**src/rtl/count_serializer.sv**
```systemverilog
// Framed serial transmitter for counter result words.
// One hold slot in front of a start/data/stop shifter; MSB first.
module count_serializer #(
  parameter int WIDTH = 4,
  parameter int DIV   = 1
) (
  input  logic             clk,
  input  logic             reset,
  input  logic             in_valid,
  input  logic [WIDTH-1:0] in_data,
  output logic             in_ready,
  output logic             ser_out,
  output logic             ser_frame,
  output logic             done
);

  localparam int BW = (WIDTH > 1) ? $clog2(WIDTH) : 1;
  localparam int DW = (DIV > 1) ? $clog2(DIV) : 1;
  localparam logic [BW-1:0] BIT_LAST = BW'(WIDTH - 1);
  localparam logic [DW-1:0] DIV_LAST = DW'(DIV - 1);

  typedef enum logic [1:0] {
    IDLE,
    START,
    DATA,
    STOP
  } state_t;

  state_t           state_q, state_n;
  logic [WIDTH-1:0] hold_q;
  logic             hold_full_q, hold_full_n;
  logic [WIDTH-1:0] shift_q, shift_n;
  logic [BW-1:0]    bit_q, bit_n;
  logic [DW-1:0]    div_q, div_n;
  logic             accept;
  logic             div_end;
  logic             ser_out_n;
  logic             frame_n;
  logic             done_n;

  assign in_ready = !hold_full_q;
  assign accept   = in_valid && !hold_full_q;
  assign div_end  = (div_q == DIV_LAST);

  // Next-state, shifter, counters and hold-flag update.
  always_comb begin
    state_n     = state_q;
    shift_n     = shift_q;
    bit_n       = bit_q;
    div_n       = div_q;
    hold_full_n = hold_full_q;
    done_n      = 1'b0;
    unique case (state_q)
      IDLE: begin
        if (hold_full_q) begin
          state_n     = START;
          shift_n     = hold_q;
          hold_full_n = 1'b0;
          div_n       = '0;
        end
      end
      START: begin
        if (div_end) begin
          state_n = DATA;
          bit_n   = '0;
          div_n   = '0;
        end else begin
          div_n = div_q + 1'b1;
        end
      end
      DATA: begin
        if (div_end) begin
          div_n = '0;
          if (bit_q == BIT_LAST) begin
            state_n = STOP;
          end else begin
            shift_n = shift_q << 1;
            bit_n   = bit_q + 1'b1;
          end
        end else begin
          div_n = div_q + 1'b1;
        end
      end
      STOP: begin
        if (div_end) begin
          done_n = 1'b1;
          div_n  = '0;
          if (hold_full_q) begin
            state_n     = START;
            shift_n     = hold_q;
            hold_full_n = 1'b0;
          end else begin
            state_n = IDLE;
          end
        end else begin
          div_n = div_q + 1'b1;
        end
      end
      default: begin
        state_n = IDLE;
        div_n   = '0;
      end
    endcase
    if (accept) begin
      hold_full_n = 1'b1;
    end
  end

  // Line level and frame flag follow the state being entered.
  always_comb begin
    ser_out_n = 1'b1;
    frame_n   = (state_n != IDLE);
    unique case (state_n)
      START:   ser_out_n = 1'b0;
      DATA:    ser_out_n = shift_n[WIDTH-1];
      default: ser_out_n = 1'b1;
    endcase
  end

  // Control state and counters.
  always_ff @(posedge clk or negedge reset) begin
    if (!reset) begin
      state_q     <= IDLE;
      hold_full_q <= 1'b0;
      shift_q     <= '0;
      bit_q       <= '0;
      div_q       <= '0;
    end else begin
      state_q     <= state_n;
      hold_full_q <= hold_full_n;
      shift_q     <= shift_n;
      bit_q       <= bit_n;
      div_q       <= div_n;
    end
  end

  // Hold register captures only on an accepted handshake.
  always_ff @(posedge clk or negedge reset) begin
    if (!reset) begin
      hold_q <= '0;
    end else if (accept) begin
      hold_q <= in_data;
    end
  end

  // Registered outputs; reset drives the line idle at once.
  always_ff @(posedge clk or negedge reset) begin
    if (!reset) begin
      ser_out   <= 1'b1;
      ser_frame <= 1'b0;
      done      <= 1'b0;
    end else begin
      ser_out   <= ser_out_n;
      ser_frame <= frame_n;
      done      <= done_n;
    end
  end

endmodule

```
**config.mk**
```make
export PLATFORM = sky130hd
export DESIGN_NAME = count_serializer
export DESIGN_NICKNAME = d
export VERILOG_FILES = /design/src/rtl/count_serializer.sv
export SDC_FILE = /design/constraint.sdc
export NUM_CORES = 1
export LEC_CHECK = 0
export CORE_UTILIZATION = 35
export DETAILED_ROUTE_END_ITERATION = 6
export PLACE_DENSITY_LB_ADDON = 0.05
export SETUP_SLACK_MARGIN = 0.2
export SLEW_MARGIN = 20
export SYNTH_ARGS = -nofsm -noshare
export SYNTH_HDL_FRONTEND = slang
export SYNTH_SLANG_ARGS = --single-unit
```
**constraint.sdc**
```tcl
create_clock -name clk -period 4.5 [get_ports clk]
set_input_delay 0.675 -clock clk [delete_from_list [all_inputs] [get_ports clk]]
set_output_delay 0.675 -clock clk [all_outputs]
set_load 0.005 [all_outputs]
```
==> metrics.txt <==
status=complete, no violations; final slew viol count=0; gr busiest metal=met2; Final min period=1.99 ns; grt ovf=0; # resized after CTS=0; Crit path max-delay family=buffers and inverters; vias post-DR=547; CP max FO=7; met2 Track Usage GR=20.2%; Post-CTS Setup Bufs=0; setup TNS=0 ns; Slowest-stage cell, CP=clkdlybuf4s50_1; routed vias/inst=5.02; CP max stage delay=0.49 ns; first-pass GRT wire length=2460 µm; grt met3 use=1.82%; switching power=0.000256 W; met1 Track Usage GR=18.1%; Worst setup EP type=output port; Clock power frac=11.7%; WL final=1490 µm; Layout Cell Area excl Fill=972 µm²; initial antenna violation count=0; peak supply drop=331 µV; crit path launch type=flop; Mapped Cells=69; cell taking the most area after synthesis=dfrtp_1; hold_ws=0.512 ns; H-tree depth=1; CTS tree=done; drt drc=0; area grow syn2layout=17.2%; Worst Tran Pin Value=0.724 ns; clock skew=0.00711 ns; Slew headroom=51.6%; worst path arrival time=1.31 ns; RSZ-0062 raised after global routing=false; 1st-iter DRT viols=5; largest net degree at the start of global routing=17; global placement routability congestion=0.695; Post-Syn Nets=82; Final Setup Violations=0; Final period util=44.1%; Antenna Nets Post-Route=0; Buf+Inv Stages, Crit Path=2; Synth Register Bits=16; Setup CP Type=reg2out; Max Root-Sink Buffers=2; chip width=50.7 µm; Avg Inst Size Synth=12.0 µm²; clk slew on worst S/H paths=0.10 ns; vias in the first global route=549; Ys Warns=0; top cells by area, synth=dfrtp_1 (45%), ha_1 (9.0%), mux2_2 (6.8%), a22o_1 (5.3%), dfstp_2 (3.2%); worst path required time=3.83 ns; internal power=0.000438 W; pwr/cell area=713 nW/µm²; CORE AREA=2230 µm²; clk sinks=16; share of layout cells above drive strength 1=12.3%; first drt pass iteration count=4; gr usage total=13.5%; Die ar.=2570 µm²; fmax=504 MHz; io pins=11; initial core utilization=37.1%; Seq/Total Area, Yosys=48.4%; final hold violation count=0; share of the synthesized area in the top cell type=45.2%; Nets=95; Cell variety after synth=29; WL per Instance=13.7 µm; final cell count without fillers=109; row count=17; IO buf count=10; max_cap viols=0; later-pin clock latency in the skew report=0.29 ns; P_leak=0.452 nW; PnR worst setup slack=2.51 ns; Hold Path Class=reg2reg; hpwl dp=1080 µm; hold buffer count at CTS=0; dpl cell area=946 µm²; Vert. Die Dim=50.7 µm; Seq pwr share=36.8%; Antenna Cells=0; sw frac=36.9%; Syn Std Cell Area=830 µm²; ordered list of cells on the worst path=inv_1 -> clkdlybuf4s50_1; post-place setup slack=2.49 ns; Num CTS Buffers=3; combinational power share=51.5%; Fill cells=217; post-placement cell count=105; Clock Tree Root=clkbuf_4
==> through the flow <==
| stage | util (%) | power (W) |
|---|---|---|
| final | 43.5 | 0.000694 |
| after detailed placement | 42.4 | 0.000615 |
| after floorplan | - | 0.000519 |
| after global placement | 42.4 | 0.000611 |
| after global routing | 43.5 | 0.000755 |
| after CTS | 43.5 | 0.000700 |
==> layout by cell type (no fill, tap or decap), types with 2 or more instances in the layout <==
| master | count |
|---|---|
| a21o_1 | 2 |
| a22o_1 | 5 |
| clkbuf_4 | 3 |
| clkdlybuf4s50_1 | 10 |
| dfrtp_1 | 15 |
| ha_1 | 6 |
| inv_1 | 4 |
| mux2_2 | 5 |
| nand2_1 | 3 |
| nand2b_1 | 2 |
| nor2_1 | 2 |
| nor2b_1 | 3 |
| o21a_1 | 3 |
| o21ai_0 | 2 |
==> cell usage after synthesis (all sizes together) <==
master,count
o21a,3
o21ai,2
a31oi,1
a221o,1
or3,1
and3b,1
buf,2
mux2,5
nand2,3
a22o,5
and2b,1
nand2b,2
a2111oi,1
nor2,2
a21o,2
o311a,1
o21ba,1
nand3b,1
a32o,1
xnor2,1
ha,6
a211oi,1
dfrtp,15
dfstp,1
or2,1
a32oi,1
nor2b,3
inv,4
==> power groups by stage <==
| stage | clock, W | sequential (W) | combinational, W |
|---|---|---|---|
| global placement | 0 | 0.000258 | 0.000353 |
| finish | 0.0000809 | 0.000256 | 0.000357 |
| global route | 0.0000912 | 0.000264 | 0.000400 |
| CTS | 0.0000846 | 0.000256 | 0.000359 |
| floorplan | 0 | 0.000248 | 0.000271 |
| detailed placement | 0 | 0.000259 | 0.000356 |
==> layout make-up <==
cell class / instances / area, µm² / share of cell area (%)
Sequential cell: 16 / 402 / 41.3
Tap cell: 28 / 35.0 / 3.60
Timing Repair Buffer: 10 / 100 / 10.3
Multi-Input combinational cell: 47 / 394 / 40.5
Inverter: 4 / 15.0 / 1.54
Clock buffer: 4 / 26.3 / 2.70
==> final timing paths <==
| kind | from | to | slack (ns) | cells after the start |
|---|---|---|---|---|
| min reg2reg | shift_q[0] | shift_q[0] | 0.51 | 1 |
| max reg2reg | state_q[0] | ser_frame | 2.71 | 5 |
| max | hold_full_q | in_ready | 2.51 | 2 |
| max in group asynchronous | reset | shift_q[3] | 3.23 | 1 |
| min in group asynchronous | reset | bit_q[1] | 0.81 | 1 |
| min | shift_q[0] | shift_q[0] | 0.51 | 1 |
==> registers in the layout, summed over array words and instances (netlist names) <==
| signal | cells |
|---|---|
| hold_q | 4 |
| shift_q | 4 |
| bit_q | 2 |
| state_q | 2 |
| done | 1 |
| hold_full_q | 1 |
| ser_frame | 1 |
| ser_out | 1 |
==> per-layer routing <==
metal	routed length (µm)	share of wire (%)
met5	0	0
met3	43	2.9
met1	792	53
met4	12	0.80
met2	642	43
==> cell families (layout without fill, tap and decap cells) <==
| kind of cell | after synthesis | after routing | share of synthesized area [%] |
|---|---|---|---|
| and+or+nand+nor | 15 | 15 | 11.0 |
| xor gates and xnor gates | 1 | 1 | 1.06 |
| buffers and inverters | 6 | 18 | 4.07 |
| adders and majority gates | 6 | 6 | 9.05 |
| muxes | 5 | 5 | 6.79 |
| DFF | 16 | 16 | 48.4 |
| AOI/OAI and AO/OA | 20 | 20 | 19.6 |
(Power assumes the default switching activity.)
